$ cat config.mk
export PLATFORM = sky130hd
export DESIGN_NAME = mux4_rr_arbiter
export DESIGN_NICKNAME = d
export VERILOG_FILES = /design/src/rtl/mux4_rr_arbiter.sv
export SDC_FILE = /design/constraint.sdc
export NUM_CORES = 1
export LEC_CHECK = 0
export CAP_MARGIN = 20
export CELL_PAD_IN_SITES_DETAIL_PLACEMENT = 1
export CELL_PAD_IN_SITES_GLOBAL_PLACEMENT = 1
export CORE_MARGIN = 2
export CORE_UTILIZATION = 29
export CTS_CLUSTER_DIAMETER = 50
export DETAILED_ROUTE_END_ITERATION = 7
export GPL_ROUTABILITY_DRIVEN = 0
export PLACE_DENSITY_LB_ADDON = 0.08
export SLEW_MARGIN = 10
export SYNTH_ARGS = -nofsm -noshare
export SYNTH_HDL_FRONTEND = slang
export SYNTH_SLANG_ARGS = --single-unit
$ cat constraint.sdc
create_clock -name clk -period 2.5 [get_ports clk]
set_clock_uncertainty 0.2 [all_clocks]
set_input_delay 0.5 -clock clk [delete_from_list [all_inputs] [get_ports clk]]
set_output_delay 0.5 -clock clk [all_outputs]
set_load 0.02 [all_outputs]
$ cat src/rtl/mux4_rr_arbiter.sv
`default_nettype none
// ============================================================================
// Module   : mux4_rr_arbiter
// Purpose  : Round-robin arbiter and sequencer for a shared 4:1 mux datapath.
//            One of four requesters is granted at a time. The grant holds
//            while the owner keeps requesting, for at most MAX_HOLD cycles.
//            The priority pointer then rotates past the released requester.
//            The selected word is registered onto y with a valid flag.
// Ports    : clk   - clock; all state changes on the rising edge
//            rst   - synchronous, active-high reset
//            req   - request lines, req[i] belongs to requester i
//            a     - packed requester data, word i is a[i*DW +: DW]
//            gnt   - registered one-hot grant (zero when idle)
//            sel   - registered mux select, current or most recent grant
//            busy  - high while a grant is active
//            y     - registered selected data word
//            y_vld - y holds a word transferred in the previous cycle
// Revision : 1.0 - initial release
// ============================================================================
module mux4_rr_arbiter #(
    parameter int DW       = 8,
    parameter int MAX_HOLD = 4
) (
    input  logic            clk,
    input  logic            rst,
    input  logic [3:0]      req,
    input  logic [4*DW-1:0] a,
    output logic [3:0]      gnt,
    output logic [1:0]      sel,
    output logic            busy,
    output logic [DW-1:0]   y,
    output logic            y_vld
);

    localparam logic [0:0] S_IDLE  = 1'b0;
    localparam logic [0:0] S_GRANT = 1'b1;

    // Last granted-cycle index of a burst; reaching it forces a release.
    localparam logic [3:0] c_hold_last = 4'(MAX_HOLD - 1);

    logic [0:0]    r_state;
    logic [3:0]    r_gnt;
    logic [1:0]    r_sel;
    logic [1:0]    r_last;
    logic [3:0]    r_hold_cnt;
    logic [DW-1:0] r_y;
    logic          r_y_vld;

    logic [DW-1:0] w_words [4];
    logic [1:0]    w_winner;
    logic          w_found;
    logic          w_busy;
    logic          w_xfer;

    // Unpack the data bus so the mux is a plain array index.
    for (genvar gi = 0; gi < 4; gi++) begin : g_words
        assign w_words[gi] = a[gi*DW +: DW];
    end

    // Search starts just after the last released requester and wraps
    // around so that requester is considered last.
    always_comb begin
        logic [1:0] v_idx;
        w_found  = 1'b0;
        w_winner = r_last;
        v_idx    = '0;
        for (int k = 1; k <= 4; k++) begin
            v_idx = r_last + 2'(k);
            if (!w_found && req[v_idx]) begin
                w_found  = 1'b1;
                w_winner = v_idx;
            end
        end
    end

    assign w_busy = (r_state == S_GRANT);
    // While granted, gnt[sel] is always set, so this is the transfer condition.
    assign w_xfer = w_busy & req[r_sel];

    always_ff @(posedge clk) begin
        if (rst) begin
            r_state    <= S_IDLE;
            r_gnt      <= 4'b0000;
            r_sel      <= 2'd0;
            r_last     <= 2'd3;
            r_hold_cnt <= 4'd0;
            r_y        <= '0;
            r_y_vld    <= 1'b0;
        end else begin
            r_y_vld <= w_xfer;
            if (w_xfer) begin
                r_y <= w_words[r_sel];
            end

            case (r_state)
                S_IDLE: begin
                    if (w_found) begin
                        r_gnt      <= 4'b0001 << w_winner;
                        r_sel      <= w_winner;
                        r_hold_cnt <= 4'd0;
                        r_state    <= S_GRANT;
                    end
                end
                S_GRANT: begin
                    // sel is left alone on release so it still names the
                    // most recent grant while idle.
                    if (!req[r_sel] || (r_hold_cnt == c_hold_last)) begin
                        r_gnt      <= 4'b0000;
                        r_last     <= r_sel;
                        r_hold_cnt <= 4'd0;
                        r_state    <= S_IDLE;
                    end else begin
                        r_hold_cnt <= r_hold_cnt + 4'd1;
                    end
                end
                default: begin
                    r_state <= S_IDLE;
                    r_gnt   <= 4'b0000;
                end
            endcase
        end
    end

    assign gnt   = r_gnt;
    assign sel   = r_sel;
    assign busy  = w_busy;
    assign y     = r_y;
    assign y_vld = r_y_vld;

endmodule
`default_nettype wire

==> impl_metrics.csv <==
group,metric,value,unit
run_status,run_status,"finished, final reports clean",
cts,cts_hold_buf,0,
timing,min_period_over_period,0.886,
worst_hold_path,whs_path_depth,2,
drt,wl_per_cell,15.0,um
floorplanning,fp.dieH,67.2,um
critical_path,r2r_start,"r_hold_cnt[0]",
critical_path,cpPeakStageDelay,680,ps
synth,yosysTopAreaCellShare,0.381,
placed_design,numPlacedInstances,225,
drt,vias,1205,
cts,cts_buffers,3,
critical_path,cp.depth,1,
timing,timing.fmax,452,MHz
placed_design,place_ws,100,ps
critical_path,rrSetupSlack,470,ps
global_routing,grt_antenna_before_repair,0,
timing,rsz0062_at_grt,"no",
critical_path,cpMaxStageDelayCell,"clkdlybuf4s50_1",
drt,postRouteAntennaNets,0,
synth,synth-seq-area-share,0.381,
drt,viasPerCell,5.26,
timing,tightest_slew,627,ps
critical_path,critical_path_class,"flip-flop to output port",
cts,cts_tree,"yes",
critical_path,cp-start-kind,"flip-flop",
critical_path,critPathLaunch,"busy",
cts,root_buffer,"clkbuf_8",
synth,async_flop_share,0,
synth,synth_edf_count,0,
layout,antennaDiodeCount,0,
critical_path,crit_required,1800,ps
timing,relSlewSlack,0.582,
global_routing,grt_pass1_wl,5670,um
power_and_ir_drop,power.density,567,nW/um^2
timing,hold_viol_final,0,
cts,clock_sinks,22,
timing,period_needed,2210,ps
synth,synth_flop_cell,"dfxtp_1",
worst_hold_path,hold_path.class,"flip-flop to flip-flop",
layout,final_cells,229,
layout,stdcell_area,1860,sq um
synth,synthTopCellsByArea,"dfxtp_1, mux4_2, nand2_1, a21oi_1, a32o_1",
placed_design,postPlaceCellArea,1790,sq um
critical_path,crit_end,"busy",
floorplanning,die_w,67.2,um
cts,clock_latency,270,ps
placed_design,port_buffers,53,
cts,post_cts_buffers,0,
drt,drt-total-wl,3430,um
synth,postSynthCellCount,121,
floorplanning,ios,54,
timing,finalWorstSetupSlack,285,ps
global_routing,grt_max_degree,14,
floorplanning,die_area,4510,sq um
floorplanning,start_util,0.309,
timing,setup_tns,0,ps
synth,synth_area_per_cell,9.56,sq um
cts,cts_buffer_depth,2,
synth,synth_fp_nets,160,
critical_path,worstPathMaxFanout,11,
synth,netlist_area,1160,sq um
floorplanning,core-area,3740,sq um
cts,cts_resized,0,
timing,final-setup-viol-count,0,
layout,finalCoreUtilization,0.497,
cts,htreeDepth,1,
critical_path,rr_worst_depth,4,
synth,ys_types,34,
drt,initialDrtViolationCount,40,
power_and_ir_drop,vdd_ir_drop_max,0.297,mV
layout,layout.nets,221,
drt,drc,0,
layout,syn_to_final_growth,60.9,%
critical_path,endpoint_kind,"output port",
synth,yosysTopAreaCell,"dfxtp_1",
critical_path,critPathBufInv,1,
critical_path,path_cells,"clkdlybuf4s50_1",
layout,num-fill-cells,437,
critical_path,crit_family,"buffers and inverters",
global_routing,overflow,0,
timing,hold_slack,269,ps
critical_path,reg2reg_to,"r_last[1]",
cts,clk_pin_slew,90,ps
global_routing,grt_pass1_vias,1277,
power_and_ir_drop,p_leak,0.678,nW
synth,ys_warn_count,0,
power_and_ir_drop,report.power.total,1.05,mW
timing,slew_viol_final,0,
global_routing,grt.total_usage,0.166,
synth,synth_seq_cells,22,
floorplanning,rows,22,
drt,firstDrtPassIters,4,
placed_design,dp_hpwl,2820,um
layout,drive_gt1_frac,0.144,
flow_run,cap_viol_max_count,0,
critical_path,cp.arrival,1510,ps
report_power, final:
| group | switching [mW] | total (mW) | internal (mW) | leakage, nW |
|---|---|---|---|---|
| Clock | 0.126 | 0.340 | 0.214 | 0.0357 |
| Combinational | 0.131 | 0.307 | 0.176 | 0.463 |
| Sequential | 0.0291 | 0.408 | 0.379 | 0.180 |
worst reg2reg max path: cells and delay by family (launching register included):
family          cells  cell delay, ps
simple gates        1             520
fa+ha+maj           1             200
flops               1             380
compound gates      2             590
flip-flops by register name, summed over array words and instances (netlist names):
signal / flops
gnt: 4
r_last: 2
busy: 1
y: 8
y_vld: 1
sel: 2
r_hold_cnt: 4
layout by cell type, fill, tap and decap left out, types with 4 or more instances in the layout:
cell,n
mux4_2,9
inv_1,4
a32o_1,4
nor2_1,5
dfxtp_1,22
nand2_1,18
nand3b_1,4
buf_4,9
o21ai_0,6
clkdlybuf4s50_1,53
a21oi_1,12
worst min path at each step:
stage	startpoint	to	slack, ps
finish	y[7]	y[7]	270
global route	y[3]	y[3]	300
CTS	y[0]	y[0]	270
detailed placement	y[0]	y[0]	260
global placement	y[3]	y[3]	240
floorplan	r_hold_cnt[2]	r_hold_cnt[2]	260
layer usage:
metal	wire (um)	global-route usage
met1	1520	0.204
met4	31	0.0383
met5	0	0
met3	187	0.0367
met2	1690	0.296
cell type report:
class | count | area, sq um | area share
clock buffer | 3 | 41.3 | 0.0222
inverter | 4 | 15.0 | 0.00806
sequential | 22 | 440 | 0.237
timing repair buffer | 62 | 598 | 0.321
clock inverter | 1 | 30.0 | 0.0161
multi-input combinational | 89 | 677 | 0.364
tap | 48 | 60.1 | 0.0323
cell families after synthesis:
group | after synthesis | share of synthesized area
fa+ha+maj | 1 | 0.0108
mux | 10 | 0.185
simple gates | 44 | 0.197
flops | 22 | 0.381
compound gates | 34 | 0.192
buf+inv | 10 | 0.0346
Yosys cell counts, drive strengths merged, types with 4 or more instances:
cell type	count
inv	4
a32o	4
mux4	9
dfxtp	22
nand3b	4
nor2	5
a21oi	12
clkbuf	4
o21ai	6
nand2	19
Note: power is estimated with default switching activity, not from simulation.
